<file path="src/rtl/sys_defs.sv">
// Shared fetch-path types: instruction word, fetch FSM states and
// the instruction-queue entry bundle.
package sys_defs;

    localparam int XLEN = 32;

    typedef logic [31:0] INST;

    typedef enum logic [1:0] {
        F_REQ,
        F_WAIT,
        F_HALT
    } FETCH_STATE;

    typedef struct packed {
        INST             inst;
        logic [XLEN-1:0] pc;
    } FQ_ENTRY;

endpackage

</file>
<file path="src/rtl/fetch_unit_inst_fifo.sv">
// Circular instruction queue holding fetched {inst, pc} entries.
// Head entry is presented combinationally; reads as zero when empty.
module inst_fifo
    import sys_defs::*;
#(
    parameter int DEPTH = 8,
    localparam int AW = $clog2(DEPTH)
) (
    input  logic          clock,
    input  logic          reset,
    input  logic          clear,
    input  logic          push,
    input  FQ_ENTRY       push_data,
    input  logic          pop,
    output FQ_ENTRY       head_data,
    output logic [AW:0]   count,
    output logic          full,
    output logic          empty
);

    FQ_ENTRY       mem [DEPTH];
    logic [AW-1:0] head;
    logic [AW-1:0] tail;
    logic          do_push;
    logic          do_pop;

    assign empty   = (count == '0);
    assign full    = (count == (AW+1)'(DEPTH));
    assign do_pop  = pop && !empty;
    assign do_push = push && (!full || do_pop);

    always_ff @(posedge clock) begin
        if (reset || clear) begin
            head  <= '0;
            tail  <= '0;
            count <= '0;
        end else begin
            if (do_push) tail <= tail + AW'(1);
            if (do_pop)  head <= head + AW'(1);
            count <= count + (AW+1)'(do_push) - (AW+1)'(do_pop);
        end
    end

    always_ff @(posedge clock) begin
        if (do_push && !clear && !reset) mem[tail] <= push_data;
    end

    assign head_data = empty ? '0 : mem[head];

endmodule

</file>
<file path="src/rtl/fetch_unit.sv">
// Fetch front end: sequential PC generation, single-outstanding I-cache
// requests, instruction buffering, flush/redirect and halt handling.
module fetch_unit
    import sys_defs::*;
#(
    parameter int              FQ_DEPTH = 8,
    parameter logic [XLEN-1:0] RESET_PC = '0
) (
    input  logic            clock,
    input  logic            reset,
    output logic            imem_req,
    output logic [XLEN-1:0] imem_addr,
    input  logic            imem_gnt,
    input  logic            imem_rsp_valid,
    input  logic [31:0]     imem_rsp_data,
    input  logic            dispatch_stall,
    input  logic            flush,
    input  logic [XLEN-1:0] redirect_pc,
    input  logic            halt,
    output logic            out_valid,
    output logic [31:0]     out_inst,
    output logic [XLEN-1:0] out_pc
);

    localparam int CW = $clog2(FQ_DEPTH) + 1;

    FETCH_STATE      state;
    FETCH_STATE      next_state;
    logic [XLEN-1:0] fetch_pc;
    logic [XLEN-1:0] req_pc;
    logic            drop_rsp;
    logic            halt_seen;
    logic [CW-1:0]   count;
    logic            full;
    logic            empty;
    logic            pop;
    logic            push;
    logic            fire;
    FQ_ENTRY         head;
    FQ_ENTRY         wr_entry;

    assign pop  = (count != '0) && !dispatch_stall;
    assign fire = imem_req && imem_gnt;
    assign push = (state == F_WAIT) && imem_rsp_valid && !drop_rsp && !flush;

    always_ff @(posedge clock) begin
        if (reset) state <= F_REQ;
        else       state <= next_state;
    end

    always_comb begin
        next_state = state;
        unique case (state)
            F_REQ: begin
                if (flush)     next_state = F_REQ;
                else if (fire) next_state = F_WAIT;
                else if (halt) next_state = F_HALT;
            end
            F_WAIT: begin
                if (imem_rsp_valid)
                    next_state = (!flush && (halt_seen || halt)) ? F_HALT : F_REQ;
            end
            F_HALT: begin
                if (flush) next_state = F_REQ;
            end
            default: next_state = F_REQ;
        endcase
    end

    // A request needs a free slot after this cycle's pop; none issues during flush.
    always_comb begin
        imem_req = 1'b0;
        if (state == F_REQ && !reset && !flush) imem_req = !full || pop;
    end

    assign imem_addr = fetch_pc;

    always_ff @(posedge clock) begin
        if (reset) begin
            fetch_pc  <= RESET_PC;
            req_pc    <= '0;
            drop_rsp  <= 1'b0;
            halt_seen <= 1'b0;
        end else begin
            if (flush) begin
                fetch_pc  <= {redirect_pc[XLEN-1:2], 2'b00};
                halt_seen <= 1'b0;
            end else begin
                if (fire) begin
                    req_pc   <= fetch_pc;
                    fetch_pc <= fetch_pc + XLEN'(4);
                end
                if (halt) halt_seen <= 1'b1;
            end
            if (state == F_WAIT) begin
                if (imem_rsp_valid) drop_rsp <= 1'b0;
                else if (flush)     drop_rsp <= 1'b1;
            end
        end
    end

    assign wr_entry.inst = imem_rsp_data;
    assign wr_entry.pc   = req_pc;

    inst_fifo #(
        .DEPTH(FQ_DEPTH)
    ) u_fifo (
        .clock    (clock),
        .reset    (reset),
        .clear    (flush),
        .push     (push),
        .push_data(wr_entry),
        .pop      (pop),
        .head_data(head),
        .count    (count),
        .full     (full),
        .empty    (empty)
    );

    assign out_valid = !empty;
    assign out_inst  = head.inst;
    assign out_pc    = head.pc;

endmodule
</file>
<file path="config.mk">
export PLATFORM = sky130hd
export DESIGN_NAME = fetch_unit
export DESIGN_NICKNAME = d
export VERILOG_FILES = /design/src/rtl/sys_defs.sv /design/src/rtl/fetch_unit_inst_fifo.sv /design/src/rtl/fetch_unit.sv
export SDC_FILE = /design/constraint.sdc
export NUM_CORES = 1
export LEC_CHECK = 0
export ABC_AREA = 1
export BUFFER_PORTS_ARGS = -buffer_cell sky130_fd_sc_hd__buf_2
export CAP_MARGIN = 30
export CORE_ASPECT_RATIO = 1.1
export CORE_MARGIN = 8
export CORE_UTILIZATION = 38
export DETAILED_ROUTE_END_ITERATION = 10
export GPL_TIMING_DRIVEN = 1
export PLACE_DENSITY = 0.6
export SKIP_LAST_GASP = 1
export SLEW_MARGIN = 0
export SYNTH_ARGS = -nofsm -noshare
export SYNTH_HDL_FRONTEND = slang
export SYNTH_HIERARCHICAL = 1
export SYNTH_SLANG_ARGS = --single-unit
</file>
<file path="constraint.sdc">
create_clock -name clock -period 5.1 [get_ports clock]
set_input_delay 0.51 -clock clock [delete_from_list [all_inputs] [get_ports clock]]
set_output_delay 0.51 -clock clock [all_outputs]
set_load 0.02 [all_outputs]
</file>
==> reports/qor.yml, run 1 <==
critical_path:
  path_class: "register to primary output"
  critPathSlowestCell: "dfxtp_4"
  r2r_cells: 9
  cp_cell_sequence: "buf_12 > nor2_1 > nor2_1 > o21ai_0 > nand2_1 > nor2_1 > nor2_1 > buf_2"
  cp_common_cell: "nor2_1"
  rrSetupSlack_ns: 1.59
  cp_num_buf_inv: 2
  crit_fanout: 241
  reg2reg_to: "u_fifo/mem[1][34]$_DFFE_PP_"
  start_kind: "register"
  slowest_delay_ns: 0.79
  r2r-start: "u_fifo/count[2]$_SDFF_PP0_"
  crit_path_end_kind: "primary output"
  critical-path-top-delay-family: "flip-flops"
  cp_data_required_time_ns: 4.59
  worstPathArrival_ns: 3.56
die:
  placementRows: 99
  core_region_area_mm2: 0.0663
  initial_core_util_pct: 38.4
  die-area_mm2: 0.0755
  die_y_um: 287
  ios: 169
  die_x_um: 263
layout:
  synthToLayoutAreaGrowth_pct: 14.5
  mostFrequentLayoutCells: "nor2_1 (732), nand2_1 (604), edfxtp_1 (512)"
  layout.nets: 2834
  fin_area_mm2: 0.0291
  drive_gt1_share_pct: 11.0
  finish.utilization_pct: 44.0
  final_common_cell: "nor2_1"
yosys:
  synth_compound_area_share_pct: 4.30
  synth_edf_count: 512
  synthTopCellsByArea: "edfxtp_1 (60%), nor2_1 (11%), nand2_1 (8.9%), dfxtp_1 (6.1%), inv_1 (2.6%)"
  synth_top_area_cell: "edfxtp_1"
  yosysSeqAreaShare_pct: 66.5
  synth_cells: 2619
  ys.flop_type: "edfxtp_1"
  ys_seq_elements: 589
  muxShareOfSynthArea_pct: 0
  syn_area_mm2: 0.0255
  syn_area_per_cell_um2: 9.72
  netlist.area_leader.share_pct: 60.4
  synth_xor_xnor_area_share_pct: 0.413
  synth_top_family_by_area: "simple AND/OR/NAND/NOR gates"
  ys_async_sr_fraction_pct: 0
  synth-adder-area-share_pct: 0.472
  synth-simple-area-share_pct: 22.6
  ys_warn_count: 6
  yosysUniqueCellTypes: 35
status:
  status: "completed"
timing:
  fin_setup_tns_ns: 0
  slew_violations: 0
  worstMarginPinSlew_ns: 1.41
  grt_setup_unrepaired: "false"
  relSlewSlack_pct: 5.87
  fin_crit_ns: 4.07
  fin_crit_sh_pct: 79.7
  skew_ns: 0.0265
  setup_viol: 0
  timing_hold_violations_final: 0
  fmax_ghz: 0.246
global_routing:
  track_usage_pct: 16.5
  use_met2_pct: 28.7
  grt_busiest_layer: "met2"
  grt-ovfl-total: 0
  use_met1_pct: 20.4
  grt_max_degree: 242
  use_met3_pct: 3.01
  grt_pass1_wl_um: 99000
  antenna_found_initial: 2
  first_global_vias: 18086
cts:
  cts_tree: "yes"
  cts_root_buf: "clkbuf_16"
  post_cts_buffers: 0
  cts_buffer_depth: 3
  numCtsBuffers: 60
  cts_hold_buf: 0
  clkSinkCount: 589
  clk_latency_ns: 0.63
  cts.repair.resized: 0
  cts_htree_levels: 2
  clk_pin_slew_ns: 0.06
hold_path:
  hold_start: "imem_rsp_valid"
  hold_path_end: "drop_rsp$_SDFFE_PP0P_"
  hp-class: "input pin to register"
  holdPathStages: 2
detailed_routing:
  routedWlPerCell_um: 17.1
  drt_iter0_markers: 1152
  ant_nets: 0
  first_pass_iters: 5
  vias: 17815
  wl_um: 62600
  via_per_inst: 4.86
  drcViolationCount: 0
place:
  dp_hpwl_um: 34500
  port_buffers: 164
  place.gp.congestion: 0.827
  place_area_mm2: 0.0271
power:
  p_per_area_mw_per_mm2: 342
  p_leak_nw: 10.8
  max-vdd-ir-drop_v: 0.000261
job:
  cap_violations: 0
## report_power, final
part | switching [W] | internal [W]
Combinational | 0.000144 | 0.0000682
Clock | 0.00186 | 0.00262
Sequential | 0.0000480 | 0.00524
Total | 0.00205 | 0.00792
## layout make-up
type | count | area [µm²]
Clock inverter | 39 | 438
Inverter | 182 | 691
Clock buffer | 72 | 1580
Fill cell | 6220 | 37100
Timing Repair Buffer | 191 | 1220
Tap cell | 858 | 1070
Antenna cell | 3 | 7.51
Multi-Input combinational cell | 1730 | 7210
Sequential cell | 589 | 16900
## synth_stat cells, types with 7 or more instances
cell      instances
a21oi_1          64
buf_2            55
buf_4            26
buf_6            12
clkbuf_1         35
dfxtp_1          77
edfxtp_1        512
ha_1              8
inv_1           178
nand2_1         605
nand3_1         102
nand3b_1         11
nor2_1          740
o21ai_0         127
o21ai_1          26
xnor2_1           7
## flip-flops by register name, summed over array words and instances, names as in the netlist, 2 cells and up, named ones only
name	cells
u_fifo/mem	512
req_pc	30
u_fifo/head	3
u_fifo/count	4
u_fifo/tail	3
imem_addr	30
state	2
## through the flow
stage               hold WS [ns]  instances  total power, W  setup slack (ns)
finish                    0.0914       3664         0.00997              1.03
global route              0.0685       3663          0.0103             0.702
CTS                       0.0579       3661          0.0101             0.961
detailed placement         0.480       3550         0.00560              1.58
global placement           0.467       3547         0.00559              1.61
floorplan                  0.452       2636         0.00549             0.370
## how the worst max path moves through the flow
stage,from,slack (ns),depth (start not counted),end
global route,register,0.70,7,out_pc[22]
finish,register,1.03,8,out_pc[11]
floorplan,flush,0.37,6,u_fifo/mem[1][0]$_DFFE_PP_
CTS,register,0.96,7,out_inst[11]
detailed placement,u_fifo/count[2]$_SDFF_PP0_,1.58,9,u_fifo/mem[1][40]$_DFFE_PP_
global placement,u_fifo/count[2]$_SDFF_PP0_,1.61,9,u_fifo/mem[1][39]$_DFFE_PP_
## layer usage
metal | part of all wire [%] | vias up
li1 | - | 8773
met1 | 43 | 8519
met2 | 48 | 422
met3 | 5.3 | 101
met4 | 2.9 | 0
met5 | 0 | -
## cell families after synthesis
logic type      Yosys count
other cells               1
xor+xnor                 12
fa+ha+maj                 9
buf+inv                 317
compound gates          218
simple gates           1473
flops                   589
(Power assumes the default switching activity.)
==> run 2: changes to the inputs <==
==> constraint.sdc (replaced) <==
create_clock -name clock -period 4.1 [get_ports clock]
set_input_delay 0.41 -clock clock [delete_from_list [all_inputs] [get_ports clock]]
set_output_delay 0.41 -clock clock [all_outputs]
set_load 0.02 [all_outputs]
==> reports/qor.yml, run 2 (synthesized netlist as in run 1, its figures left out) <==
status:
  status: "completed"
hold_path:
  hold_start: "imem_rsp_data[26]"
  holdPathStages: 1
  hp-class: "input pin to register"
timing:
  fin_crit_ns: 3.34
  skew_ns: 0.0187
  relSlewSlack_pct: 33.8
  slew_violations: 0
  fmax_ghz: 0.299
  setup_viol: 0
  fin_crit_sh_pct: 81.5
  grt_setup_unrepaired: "false"
  fin_setup_tns_ns: 0
  worstMarginPinSlew_ns: 0.993
  timing_hold_violations_final: 0
cts:
  cts_tree: "yes"
  clk_latency_ns: 0.63
  clk_pin_slew_ns: 0.06
  numCtsBuffers: 60
  cts_htree_levels: 2
  post_cts_buffers: 0
  cts_buffer_depth: 3
  clkSinkCount: 589
  cts_root_buf: "clkbuf_16"
detailed_routing:
  vias: 17865
  routedWlPerCell_um: 16.7
  first_pass_iters: 5
  via_per_inst: 4.86
  ant_nets: 0
  drt_iter0_markers: 1066
  wl_um: 61500
  drcViolationCount: 0
critical_path:
  start_kind: "register"
  worstPathArrival_ns: 2.93
  rrSetupSlack_ns: 1.31
  reg2reg_to: "u_fifo/mem[6][47]$_DFFE_PP_"
  crit_path_end_kind: "primary output"
  r2r_cells: 8
  crit_end: "out_pc[6]"
  cp_data_required_time_ns: 3.69
  r2r-start: "u_fifo/count[2]$_SDFF_PP0_"
  crit_fanout: 173
  path_class: "register to primary output"
place:
  dp_hpwl_um: 35900
  place.gp.congestion: 0.855
  port_buffers: 164
power:
  p_per_area_mw_per_mm2: 424
  p_leak_nw: 10.9
  pwr-share-clk_pct: 45.1
  max-vdd-ir-drop_v: 0.000331
  comb_power_share_pct: 2.1
  switchingPower_w: 0.00253
  seqPwrFrac_pct: 52.8
  p_sw_share_pct: 20.3
  internal_power_w: 0.00993
global_routing:
  antenna_found_initial: 0
  grt_busiest_layer: "met2"
  use_met2_pct: 28.8
  use_met3_pct: 2.63
  track_usage_pct: 16.0
  use_met1_pct: 19.8
  grt_max_degree: 174
  first_global_vias: 17849
  grt_pass1_wl_um: 96600
  grt-ovfl-total: 0
die:
  core_region_area_mm2: 0.0663
  die_x_um: 263
  die_y_um: 287
  initial_core_util_pct: 38.4
  placementRows: 99
  ios: 169
  die-area_mm2: 0.0755
layout:
  fill_cells: 6112
  top_register: "u_fifo/mem"
  finish.utilization_pct: 44.3
  synthToLayoutAreaGrowth_pct: 15.3
  final_common_cell: "nor2_1"
  antenna_cells: 0
  largest_reg_flops: 512
  layout.nets: 2848
  multi_input_area_mm2: 0.00721
  drive_gt1_share_pct: 11.5
  regArea_mm2: 0.0169
  mostFrequentLayoutCells: "nor2_1 (732), nand2_1 (604), edfxtp_1 (512)"
job:
  cap_violations: 0
==> run 2: changes by cell type in the layout (fill, tap and decap cells not counted), moves of 2 or more <==
cell           change
buf_12            +10
buf_4              +5
inv_6              +4
buf_16             -3
diode_2            -3
clkbuf_8           +2
clkinv_1           +2
clkinv_2           -2
clkinvlp_4         -2
dlygate4sd3_1      +2
==> run 2: power by group through the flow <==
| stage | Sequential, W | Combinational [W] | Clock, W |
|---|---|---|---|
| after floorplan | 0.00670 | 0.000133 | 0 |
| after global placement | 0.00670 | 0.000257 | 0 |
| after detailed placement | 0.00670 | 0.000264 | 0 |
| after CTS | 0.00657 | 0.000267 | 0.00574 |
| after global routing | 0.00658 | 0.000300 | 0.00597 |
| final | 0.00657 | 0.000265 | 0.00561 |
==> run 2: how the worst min path moves through the flow <==
stage / to / slack, ns
after global placement: state[1]$_SDFFE_PP0P_ / 0.46
final: u_fifo/mem[1][58]$_DFFE_PP_ / 0.05
after global routing: u_fifo/mem[7][55]$_DFFE_PP_ / 0.04
after CTS: u_fifo/mem[5][55]$_DFFE_PP_ / 0.004
after detailed placement: state[1]$_SDFFE_PP0P_ / 0.48
after floorplan: state[1]$_SDFFE_PP0P_ / 0.45
==> run 2: cell type report <==
| cell class | instances | share of cell area [%] |
|---|---|---|
| Tap cell | 858 | 3.66 |
| Multi-Input combinational cell | 1730 | 24.6 |
| Inverter | 182 | 2.35 |
| Timing Repair Buffer | 205 | 4.76 |
| Sequential cell | 589 | 57.7 |
| Clock inverter | 42 | 1.63 |
| Clock buffer | 72 | 5.37 |
==> run 2: layer usage <==
metal / up-vias / wire length, µm / share of wire [%]
met3: 103 / 3330 / 5.4
met1: 8525 / 26300 / 43
met2: 438 / 30500 / 50
met5: - / 0 / 0
li1: 8799 / - / -
met4: 0 / 1350 / 2.2
==> run 2: metrics by stage <==
stage	worst slack (ns)	area (µm²)	total power, W	hold slack, ns	cells
after floorplan	-0.530	25500	0.00683	0.452	2636
final	0.760	29400	0.0125	0.0484	3678
after detailed placement	1.10	27300	0.00697	0.484	3562
after global routing	0.610	29400	0.0128	0.0383	3678
after global placement	1.19	27300	0.00696	0.465	3562
after CTS	0.762	29400	0.0126	0.00443	3678
==> run 2: what timing repair did <==
action	CTS	global route
hold buffers	2	0
gates resized for setup	0	0
endpoints found under the hold margin	2	0
endpoints found under the setup margin	0	0
==> run 2: critical path: stages (launching register included) <==
cell and delay [ns]:
dfxtp_4 0.62, buf_12 0.42, nor2_1 0.12, nor2_1 0.12, o21ai_0 0.09, nand2_1 0.09, nor2_1 0.04, nor2_1 0.22
buf_2 0.22
==> run 3: changes to the inputs <==
--- a/config.mk
+++ b/config.mk
@@ -13,7 +13,7 @@
 export CORE_UTILIZATION = 38
 export DETAILED_ROUTE_END_ITERATION = 10
 export GPL_TIMING_DRIVEN = 1
-export PLACE_DENSITY = 0.6
+export PLACE_DENSITY = 0.62
 export SKIP_LAST_GASP = 1
 export SLEW_MARGIN = 0
 export SYNTH_ARGS = -nofsm -noshare
==> constraint.sdc (replaced) <==
create_clock -name clock -period 2.8 [get_ports clock]
set_input_delay 0.28 -clock clock [delete_from_list [all_inputs] [get_ports clock]]
set_output_delay 0.28 -clock clock [all_outputs]
set_load 0.02 [all_outputs]
==> reports/qor.yml, run 3 (synthesized netlist as in run 1, its figures left out) <==
critical_path:
  start_kind: "register"
  r2r_cells: 9
  crit_path_end_kind: "primary output"
  path_class: "register to primary output"
  worstPathArrival_ns: 2.37
  crit_fanout: 99
  cp_data_required_time_ns: 2.52
layout:
  fin_area_mm2: 0.0300
  drive_gt1_share_pct: 11.3
  largest_reg_flops: 512
  top_register: "u_fifo/mem"
  fill_cells: 6063
  layout.nets: 2918
  mostFrequentLayoutCells: "nor2_1 (731), nand2_1 (604), edfxtp_1 (512)"
  final_common_cell: "nor2_1"
  synthToLayoutAreaGrowth_pct: 17.7
  finish.utilization_pct: 45.2
global_routing:
  grt_pass1_wl_um: 97700
  grt_max_degree: 109
  grt-ovfl-total: 0
  track_usage_pct: 16.2
  first_global_vias: 18130
  antenna_found_initial: 0
power:
  pwr-share-clk_pct: 43.1
  p_leak_nw: 11.2
  switchingPower_w: 0.00362
  p_per_area_mw_per_mm2: 592
  p_sw_share_pct: 20.4
  internal_power_w: 0.0141
  seqPwrFrac_pct: 54.3
  max-vdd-ir-drop_v: 0.000469
  comb_power_share_pct: 2.6
timing:
  relSlewSlack_pct: 56.6
  fmax_ghz: 0.378
  worstMarginPinSlew_ns: 0.650
  setup_viol: 0
  timing_hold_violations_final: 0
  skew_ns: 0.0162
  setup_slack_ns: 0.151
  slew_violations: 0
  fin_crit_ns: 2.65
  grt_setup_unrepaired: "true"
  fin_crit_sh_pct: 94.6
cts:
  clkSinkCount: 589
  cts_root_buf: "clkbuf_16"
  cts_htree_levels: 2
  clk_pin_slew_ns: 0.06
  cts_buffer_depth: 3
  cts_tree: "yes"
  numCtsBuffers: 61
  clk_latency_ns: 0.61
die:
  initial_core_util_pct: 38.4
  die-area_mm2: 0.0755
  die_x_um: 263
  ios: 169
  placementRows: 99
  core_region_area_mm2: 0.0663
  die_y_um: 287
hold_path:
  hp-class: "input pin to register"
  holdPathStages: 5
detailed_routing:
  wl_um: 63400
  ant_nets: 0
  drt_iter0_markers: 1316
  via_per_inst: 4.86
  routedWlPerCell_um: 16.9
  vias: 18234
  first_pass_iters: 5
  drcViolationCount: 0
status:
  status: "completed"
place:
  dp_slack_ns: 0.234
  port_buffers: 164
  place.gp.congestion: 0.840
  place_area_mm2: 0.0273
  dp_hpwl_um: 35900
job:
  cap_violations: 0
-- run 3: cell count changes in the layout (fill, tap and decap cells not counted), moves of 6 or more --
cell           before  now
buf_4              18   25
bufinv_16           9    2
clkbuf_1            9   20
clkinv_2           15    9
dlygate4sd3_1       2   56
-- run 3: metrics by stage --
stage | instances | setup TNS (ns) | total power [W] | hold WS, ns
floorplan | 2636 | -156.81 | 0.0100 | 0.370
global placement | 3568 | 0 | 0.0102 | 0.464
detailed placement | 3568 | 0 | 0.0102 | 0.469
CTS | 3740 | 0 | 0.0179 | 0.00691
global route | 3748 | -0.101 | 0.0183 | 0.0302
finish | 3750 | 0 | 0.0177 | 0.0451
-- run 3: repair_timing --
item | 4_1_cts | 5_1_grt
gates resized for setup | 6 | 6
buffers inserted | 1 | 6
endpoints found under the hold margin | 281 | 0
endpoints found under the setup margin | 30 | 44
cloned | 0 | 2
hold buffers | 56 | 0
-- run 3: worst max-delay path: stages (launching register included) --
cell and delay [ns]:
dfxtp_4 0.38, buf_16 0.39, buf_6 0.36, nor2_1 0.08, o21ai_0 0.08, nand2_1 0.06
nor2_1 0.10, nor2_1 0.09, buf_2 0.16
-- run 3: layout make-up --
class | count | area [µm²] | share of cell area (%)
Sequential cell | 589 | 16900 | 56.5
Multi-Input combinational cell | 1730 | 7230 | 24.1
Timing Repair Buffer | 274 | 2130 | 7.10
Clock buffer | 86 | 1690 | 5.65
Tap cell | 858 | 1070 | 3.58
Inverter | 182 | 699 | 2.33
Clock inverter | 29 | 205 | 0.685
Antenna cell | 2 | 5.00 | 0.0167
-- run 3: metal layers --
metal | vias up | global-route usage, % | wire length [µm]
met5 | - | 0 | 0
met4 | 0 | 5.30 | 1890
met3 | 130 | 2.79 | 3180
met2 | 517 | 27.9 | 30400
met1 | 8668 | 20.6 | 27900
li1 | 8919 | - | -
-- run 3: power by group through the flow --
stage	Combinational, W	Sequential (W)	Clock [W]
2_1_floorplan	0.000195	0.00981	0
3_3_place_gp	0.000379	0.00981	0
3_5_place_dp	0.000390	0.00981	0
4_1_cts	0.000455	0.00963	0.00782
5_1_grt	0.000506	0.00963	0.00818
6_report	0.000455	0.00963	0.00764
-- run 3: final timing paths --
kind | from | to | slack, ns
hold reg to reg | state[1]$_SDFFE_PP0P_ | state[1]$_SDFFE_PP0P_ | 0.48
setup reg to reg | u_fifo/count[1]$_SDFF_PP0_ | u_fifo/mem[4][41]$_DFFE_PP_ | 0.24
hold / removal | redirect_pc[9] | imem_addr[9]$_SDFFE_PP0P_ | 0.05
setup / recovery | register | out_inst[20] | 0.15
